### config.mk
export PLATFORM = sky130hd
export DESIGN_NAME = lm_sm_reg_sequencer
export DESIGN_NICKNAME = d
export VERILOG_FILES = /design/src/rtl/lm_sm_pkg.sv /design/src/rtl/lm_sm_lat_pipe.sv /design/src/rtl/lm_sm_reg_sequencer.sv
export SDC_FILE = /design/constraint.sdc
export NUM_CORES = 1
export LEC_CHECK = 0
export BUFFER_PORTS_ARGS = -buffer_cell sky130_fd_sc_hd__buf_2
export CAP_MARGIN = 5
export CORE_ASPECT_RATIO = 1.4
export CORE_UTILIZATION = 43
export CTS_CLUSTER_SIZE = 40
export DETAILED_ROUTE_END_ITERATION = 12
export HOLD_SLACK_MARGIN = 0.08
export PLACE_DENSITY = 0.94
export SETUP_SLACK_MARGIN = 0.3
export SYNTH_ARGS = -nofsm -noshare
export SYNTH_HDL_FRONTEND = slang
export SYNTH_SLANG_ARGS = --single-unit
### constraint.sdc
create_clock -name clk -period 5.23 [get_ports clk]
set_input_delay 1.569 -clock clk [delete_from_list [all_inputs] [get_ports clk]]
set_output_delay 1.569 -clock clk [all_outputs]
set_load 0.03 [all_outputs]
### src/rtl/lm_sm_pkg.sv
// Shared types and constants for the LM/SM register-side sequencer.
package lm_sm_pkg;

   localparam int DATA_W = 16;
   localparam int NREG   = 8;
   localparam int IDX_W  = 3;

   typedef enum logic [1:0] {
      IDLE  = 2'd0,
      RUN   = 2'd1,
      DRAIN = 2'd2,
      FIN   = 2'd3
   } state_t;

   // Index of the lowest set bit; bit 0 has priority so registers are
   // visited in the same ascending order as the address generator.
   function automatic logic [IDX_W-1:0] lowest_set(input logic [NREG-1:0] m);
      logic [IDX_W-1:0] r;
      r = '0;
      for (int i = NREG - 1; i >= 0; i--) begin
         if (m[i]) r = IDX_W'(i);
      end
      return r;
   endfunction

endpackage

### src/rtl/lm_sm_lat_pipe.sv
// MEM_LAT-deep valid+index shift register that lines up each LM beat's
// destination register with its returning memory data.
module lm_sm_lat_pipe #(
   parameter int MEM_LAT = 1,
   parameter int IDX_W   = 3
) (
   input  logic             clk,
   input  logic             flush,
   input  logic             push_vld,
   input  logic [IDX_W-1:0] push_idx,
   output logic             pop_vld,
   output logic [IDX_W-1:0] pop_idx,
   output logic             pending
);
   import lm_sm_pkg::*;

   logic [MEM_LAT-1:0] vld_p;
   logic [IDX_W-1:0]   idx_p [MEM_LAT];

   // Valid bits: cleared by flush, otherwise advance one stage per cycle.
   always_ff @(posedge clk) begin
      if (flush) begin
         vld_p <= '0;
      end else begin
         vld_p[0] <= push_vld;
         for (int i = 1; i < MEM_LAT; i++) vld_p[i] <= vld_p[i-1];
      end
   end

   // Index payload shifts freely; it is only meaningful where valid is set.
   always_ff @(posedge clk) begin
      idx_p[0] <= push_idx;
      for (int i = 1; i < MEM_LAT; i++) idx_p[i] <= idx_p[i-1];
   end

   // Entries still in flight behind the output stage.
   always_comb begin
      pending = 1'b0;
      for (int i = 0; i < MEM_LAT - 1; i++) pending = pending | vld_p[i];
   end

   assign pop_vld = vld_p[MEM_LAT-1];
   assign pop_idx = idx_p[MEM_LAT-1];

endmodule

### src/rtl/lm_sm_reg_sequencer.sv
// Register-file side of the LM/SM micro-sequence: walks the register mask
// one beat per cycle, drives SM write data directly and retires LM loads
// MEM_LAT cycles after each beat.
module lm_sm_reg_sequencer #(
   parameter int DATA_W  = 16,
   parameter int NREG    = 8,
   parameter int IDX_W   = 3,
   parameter int MEM_LAT = 1
) (
   input  logic              clk,
   input  logic              reset_n,
   input  logic              start,
   input  logic              is_load,
   input  logic [NREG-1:0]   mask,
   input  logic [DATA_W-1:0] mem_rdata,
   input  logic [DATA_W-1:0] rf_rdata,
   output logic              addr_adv,
   output logic [IDX_W-1:0]  rf_raddr,
   output logic              mem_we,
   output logic [DATA_W-1:0] mem_wdata,
   output logic              rf_we,
   output logic [IDX_W-1:0]  rf_waddr,
   output logic [DATA_W-1:0] rf_wdata,
   output logic              stall,
   output logic              busy,
   output logic              done
);
   import lm_sm_pkg::*;

   state_t            state_q, state_d;
   logic [NREG-1:0]   rem_q, rem_d;
   logic              mode_q, mode_d;
   logic [IDX_W-1:0]  idx;
   logic              push_vld;
   logic              pop_vld;
   logic [IDX_W-1:0]  pop_idx;
   logic              pending;

   assign idx = IDX_W'(lowest_set(rem_q));

   // Control state: FSM, remaining-register mask and LM/SM mode.
   always_ff @(posedge clk) begin
      if (!reset_n) begin
         state_q <= IDLE;
         rem_q   <= '0;
         mode_q  <= 1'b0;
      end else begin
         state_q <= state_d;
         rem_q   <= rem_d;
         mode_q  <= mode_d;
      end
   end

   // Next-state and beat outputs; everything idles at zero by default.
   always_comb begin
      state_d   = state_q;
      rem_d     = rem_q;
      mode_d    = mode_q;
      addr_adv  = 1'b0;
      rf_raddr  = '0;
      mem_we    = 1'b0;
      mem_wdata = '0;
      push_vld  = 1'b0;
      stall     = 1'b0;
      busy      = 1'b0;
      done      = 1'b0;
      case (state_q)
         IDLE: begin
            if (start) begin
               if (mask != '0) begin
                  rem_d   = mask;
                  mode_d  = is_load;
                  state_d = RUN;
               end else begin
                  state_d = FIN;
               end
            end
         end
         RUN: begin
            stall    = 1'b1;
            busy     = 1'b1;
            addr_adv = 1'b1;
            rem_d    = rem_q & ~(NREG'(1) << idx);
            if (mode_q) begin
               push_vld = 1'b1;
            end else begin
               rf_raddr  = idx;
               mem_we    = 1'b1;
               mem_wdata = rf_rdata;
            end
            if (rem_d == '0) state_d = mode_q ? DRAIN : FIN;
         end
         DRAIN: begin
            stall = 1'b1;
            busy  = 1'b1;
            if (!pending) state_d = FIN;
         end
         FIN: begin
            done    = 1'b1;
            state_d = IDLE;
         end
         default: state_d = IDLE;
      endcase
   end

   lm_sm_lat_pipe #(
      .MEM_LAT (MEM_LAT),
      .IDX_W   (IDX_W)
   ) u_lat_pipe (
      .clk      (clk),
      .flush    (!reset_n),
      .push_vld (push_vld),
      .push_idx (idx),
      .pop_vld  (pop_vld),
      .pop_idx  (pop_idx),
      .pending  (pending)
   );

   // LM writeback is independent of the FSM: any valid pipe output retires.
   always_comb begin
      rf_we    = pop_vld;
      rf_waddr = pop_vld ? pop_idx : '0;
      rf_wdata = pop_vld ? mem_rdata : '0;
   end

endmodule

* After elaboration in Yosys (flattened, before gate mapping)
Memory sizes are Yosys's and may differ from the RTL's.
Cells that the tools add are included.
Widths: inputs -> output; s select.
** Word-level totals
- Bits in registers :: 12
- RAM bits :: 3
- Output and inout port bits :: 44
- Logic and storage cells :: 51
- Memories kept :: 1
** Memories
- u_lat_pipe.idx_p :: depth 1, width 3, rd ports 1, clocked after memory_dff 0, wr ports 1, line lm_sm_lat_pipe.sv:18 : logic [IDX_W-1:0] idx_p [MEM_LAT];
** Operators by class
- Eq/ne operators :: 6
- Shifts and indexed selects :: 1
- Mux-type cells :: 28
- Bitwise gates (word level) :: 2
- Reductions and logical operators :: 9
** Operators with widths (number)
- $mux 16 :: 3
- $mux 3 :: 11
- $mux 8 :: 2
- $pmux 8 s2 :: 1
- $and 8x8->8 :: 1
- $logic_not 8->1 :: 1
- $not 8->8 :: 1
- $pmux 2 s4 :: 1
- $reduce_bool 8->1 :: 1
- $shl 1x3->8 const A :: 1
- $mux 1 :: 7
- $mux 2 :: 3
- $ne 2x2->1 const B :: 3
- $reduce_and 3->1 :: 2
- $eq 2x2->1 const B :: 2
- $reduce_and 2->1 :: 2
- $eq 2x1->1 const B :: 1
- $logic_not 2->1 :: 1
- $reduce_bool 2->1 :: 1
- $reduce_or 2->1 :: 1

* Depth between registers and ports, before layout
- Word-level depth :: 14
- Mapped depth :: 7
- Gate-level depth less buffers :: 7

* By module
From an unflattened synthesis, not the netlist that was laid out.
** Unflattened totals
- Cells, all modules :: 156
- Area total of the unflattened synthesis :: 1141.1 um^2
** By module, submodules not included
- lm_sm_reg_sequencer :: times used 1, cells an instance 149, area each 1036.0 um^2
- lm_sm_lat_pipe :: times used 1, cells an instance 7, area each 105.1 um^2

* Least setup slack after synthesis
Ideal clock, no wire load.
- Path type :: register -> output
- From :: register state_q[1]
- To :: output rf_raddr[0]
- Data arrival time :: 1.987 ns
- Required time :: 3.661 ns
- Slack :: 1.674 ns
- Stages on the path, launching flop included :: 6
- Path buffers :: 1
- Cells stage by stage :: dfxtp_1 inv_1 ha_1 nor2b_1 clkbuf_1 nor3b_1
** On the way
- Word-level cells in the longest chain between the ends :: 2
** Ends and longest elaborated chain
- from (decl) :: line lm_sm_reg_sequencer.sv:30 : state_t state_q, state_d;
- from (signal assigned) :: line lm_sm_reg_sequencer.sv:48 : state_q <= state_d;
- $eq 2x1->1 :: line lm_sm_reg_sequencer.sv:67 : case (state_q)
- $mux 3 :: line lm_sm_reg_sequencer.sv:67
- to (decl) :: line lm_sm_reg_sequencer.sv:18 : output logic [IDX_W-1:0] rf_raddr,
No other way between the ends.

* Worst setup path after layout
Ends and elaborated chain as after synthesis.

==> results.cfg <==
[die]
core_area_um2 = 2440
die-area_um2 = 2880
initial_core_util = 0.469
rows = 21
chipHeight_um = 63.1
die_w_um = 45.6
ios = 88

[routing]
drt_iter0_drc = 28
via_per_inst = 4.94
drcViolationCount = 0
via_count = 1303
wl_per_cell_um = 11.5
antenna_left = 0
routed_wl_um = 3040
first_pass_iters = 4

[timing]
final.setup_skew_ps = 2.25
worst_slack_ps = 1230
hold_violations = 0
max-slew-margin-rel = 0.434
timing.fmax_mhz = 250
finalSetupViolations = 0
setup_tns_ps = 0
rsz0062_at_grt = false
fin_crit_ps = 4000
slew_violations = 0
worst_pin_slew_ps = 848
fin_crit_sh = 0.766

[setup_path]
cp_top_family = simple AND/OR/NAND/NOR gates
path_buf_inv = 2
end_kind = output pin
crit_type = flip-flop to output pin
critical_path_required_ps = 3660
critPathArrivalTime_ps = 2430
crit_chain = inv_1, ha_1, nor2b_1, nor3b_1, buf_2
slowest_delay_ps = 750
critical_path.max_fanout = 20
startpoint_type = flip-flop
slowest_stage = nor2b_1

[synth]
ys.flop_type = dfxtp_1
ys_warn_count = 0
yosysUniqueCellTypes = 36
yosysSeqAreaShare = 0.262
ys_top_cells_by_area = dfxtp_1 (26%), and2_1 (20%), ha_1 (4.4%)
synth-seq-cells = 15
synth_area_leader_cell = dfxtp_1
syn_nets = 195
synthCells = 147
synth_edf_count = 0
synth_top_area_frac = 0.262
syn_area_per_cell_um2 = 7.79
async_flop_share = 0
netlist_area_um2 = 1140

[clocking]
cts.htree.levels = 1
cts_tree = yes
cts_setup_buffers = 0
postCtsHoldBufs = 0
clockRootBuffer = clkbuf_4
cts_made_buffers = 3
cts.clk_slew.worst_paths_ps = 90
cts_resized = 0
cts_sinks = 15
clockBufferDepth = 2
clock_latency_ps = 290

[final_layout]
drive_above_1_share = 0.430
fin_util = 0.658
final_common_cell = buf_2
antenna_cells = 0
finalNetCount = 279
stdcell_count = 264
syn_to_final_growth_pct = 40.4
final_cell_mix = buf_2 (87), and2_1 (37), dfxtp_1 (15), nand2_1 (13), o21ai_0 (8)
final_area_um2 = 1610

[grt]
grt_pass1_wl_um = 4600
grt_pass1_vias = 1139
grt_util_all_layers = 0.210
grt_start_max_net_pins = 21
antenna_found_initial = 0
grt_overflow = 0

[pwr]
power.density_nw_per_um2 = 445
leakagePower_nw = 0.847
irDropWorstVdd_mv = 0.245

[run]
maxCapViolations = 0

[placed_design]
io_buffers = 87
placedCellCount = 260
post-dp-hpwl_um = 2480
gp_congestion = 0.850
dpl-instance-area_um2 = 1580
place_ws_ps = 1540

[worst_hold_path]
hp-class = flip-flop to flip-flop

[run_status]
run_status = complete, no violations
## Yosys cell counts, types with 2 or more instances
cell type / number
o211ai_1: 2
o21ai_1: 2
o21a_1: 4
o21ai_0: 8
o31a_2: 2
a21boi_1: 2
nor2_1: 5
inv_1: 5
and2_2: 2
nor3b_1: 2
nand2_1: 13
ha_1: 4
a21boi_0: 5
clkbuf_1: 6
nor2b_1: 5
nor4_1: 3
a21oi_1: 7
dfxtp_1: 15
mux2i_1: 2
and2_1: 37
## through the flow
step	hold WS [ps]	power, mW
2_1_floorplan	465	0.551
3_3_place_gp	481	0.642
3_5_place_dp	484	0.649
4_1_cts	497	0.718
5_1_grt	527	0.773
6_report	495	0.716
## layer usage
metal	vias up	global-route usage	part of all wire
li1	667	-	-
met1	561	0.257	0.39
met2	71	0.355	0.49
met3	4	0.0344	0.11
met4	0	0.0720	0.0095
met5	-	0	0
## where the power goes
part           internal (mW)  switching, mW
registers              0.145         0.0347
logic                  0.168          0.299
clock network         0.0297         0.0389
total                  0.343          0.373
## worst register-to-register path, delay by kind of cell (launching register included)
| family | cells | cell delay, ps |
|---|---|---|
| compound gates | 1 | 310 |
| fa+ha+maj | 1 | 340 |
| flops | 1 | 410 |
| simple gates | 3 | 1080 |
## state kept, by name (all words and copies together) (netlist names)
| name | flops |
|---|---|
| mode_q | 1 |
| rem_q | 8 |
| u_lat_pipe.pop_vld | 1 |
| state_q | 2 |
| u_lat_pipe.idx_p | 3 |
## final timing paths
kind / start / to / slack (ps) / cells past startpoint
hold / removal: state_q[1] / state_q[1] / 490 / 2
hold reg to reg: state_q[1] / state_q[1] / 490 / 2
setup / recovery: state_q[1] / rf_raddr[0] / 1230 / 5
setup reg to reg: rem_q[0] / state_q[0] / 2980 / 5
## cell families after synthesis
| family | share of synthesized area |
|---|---|
| adders and majority gates | 0.0623 |
| buffers and inverters | 0.0525 |
| AOI/OAI and AO/OA | 0.232 |
| muxes | 0.0175 |
| DFF | 0.262 |
| and+or+nand+nor | 0.374 |
## layout make-up
class	count	area, µm²
timing repair buffer	87	435
clock buffer	4	26.3
multi-input combinational	119	785
tap	34	42.5
inverter	5	18.8
fill	227	836
sequential	15	300
(Power assumes the default switching activity.)
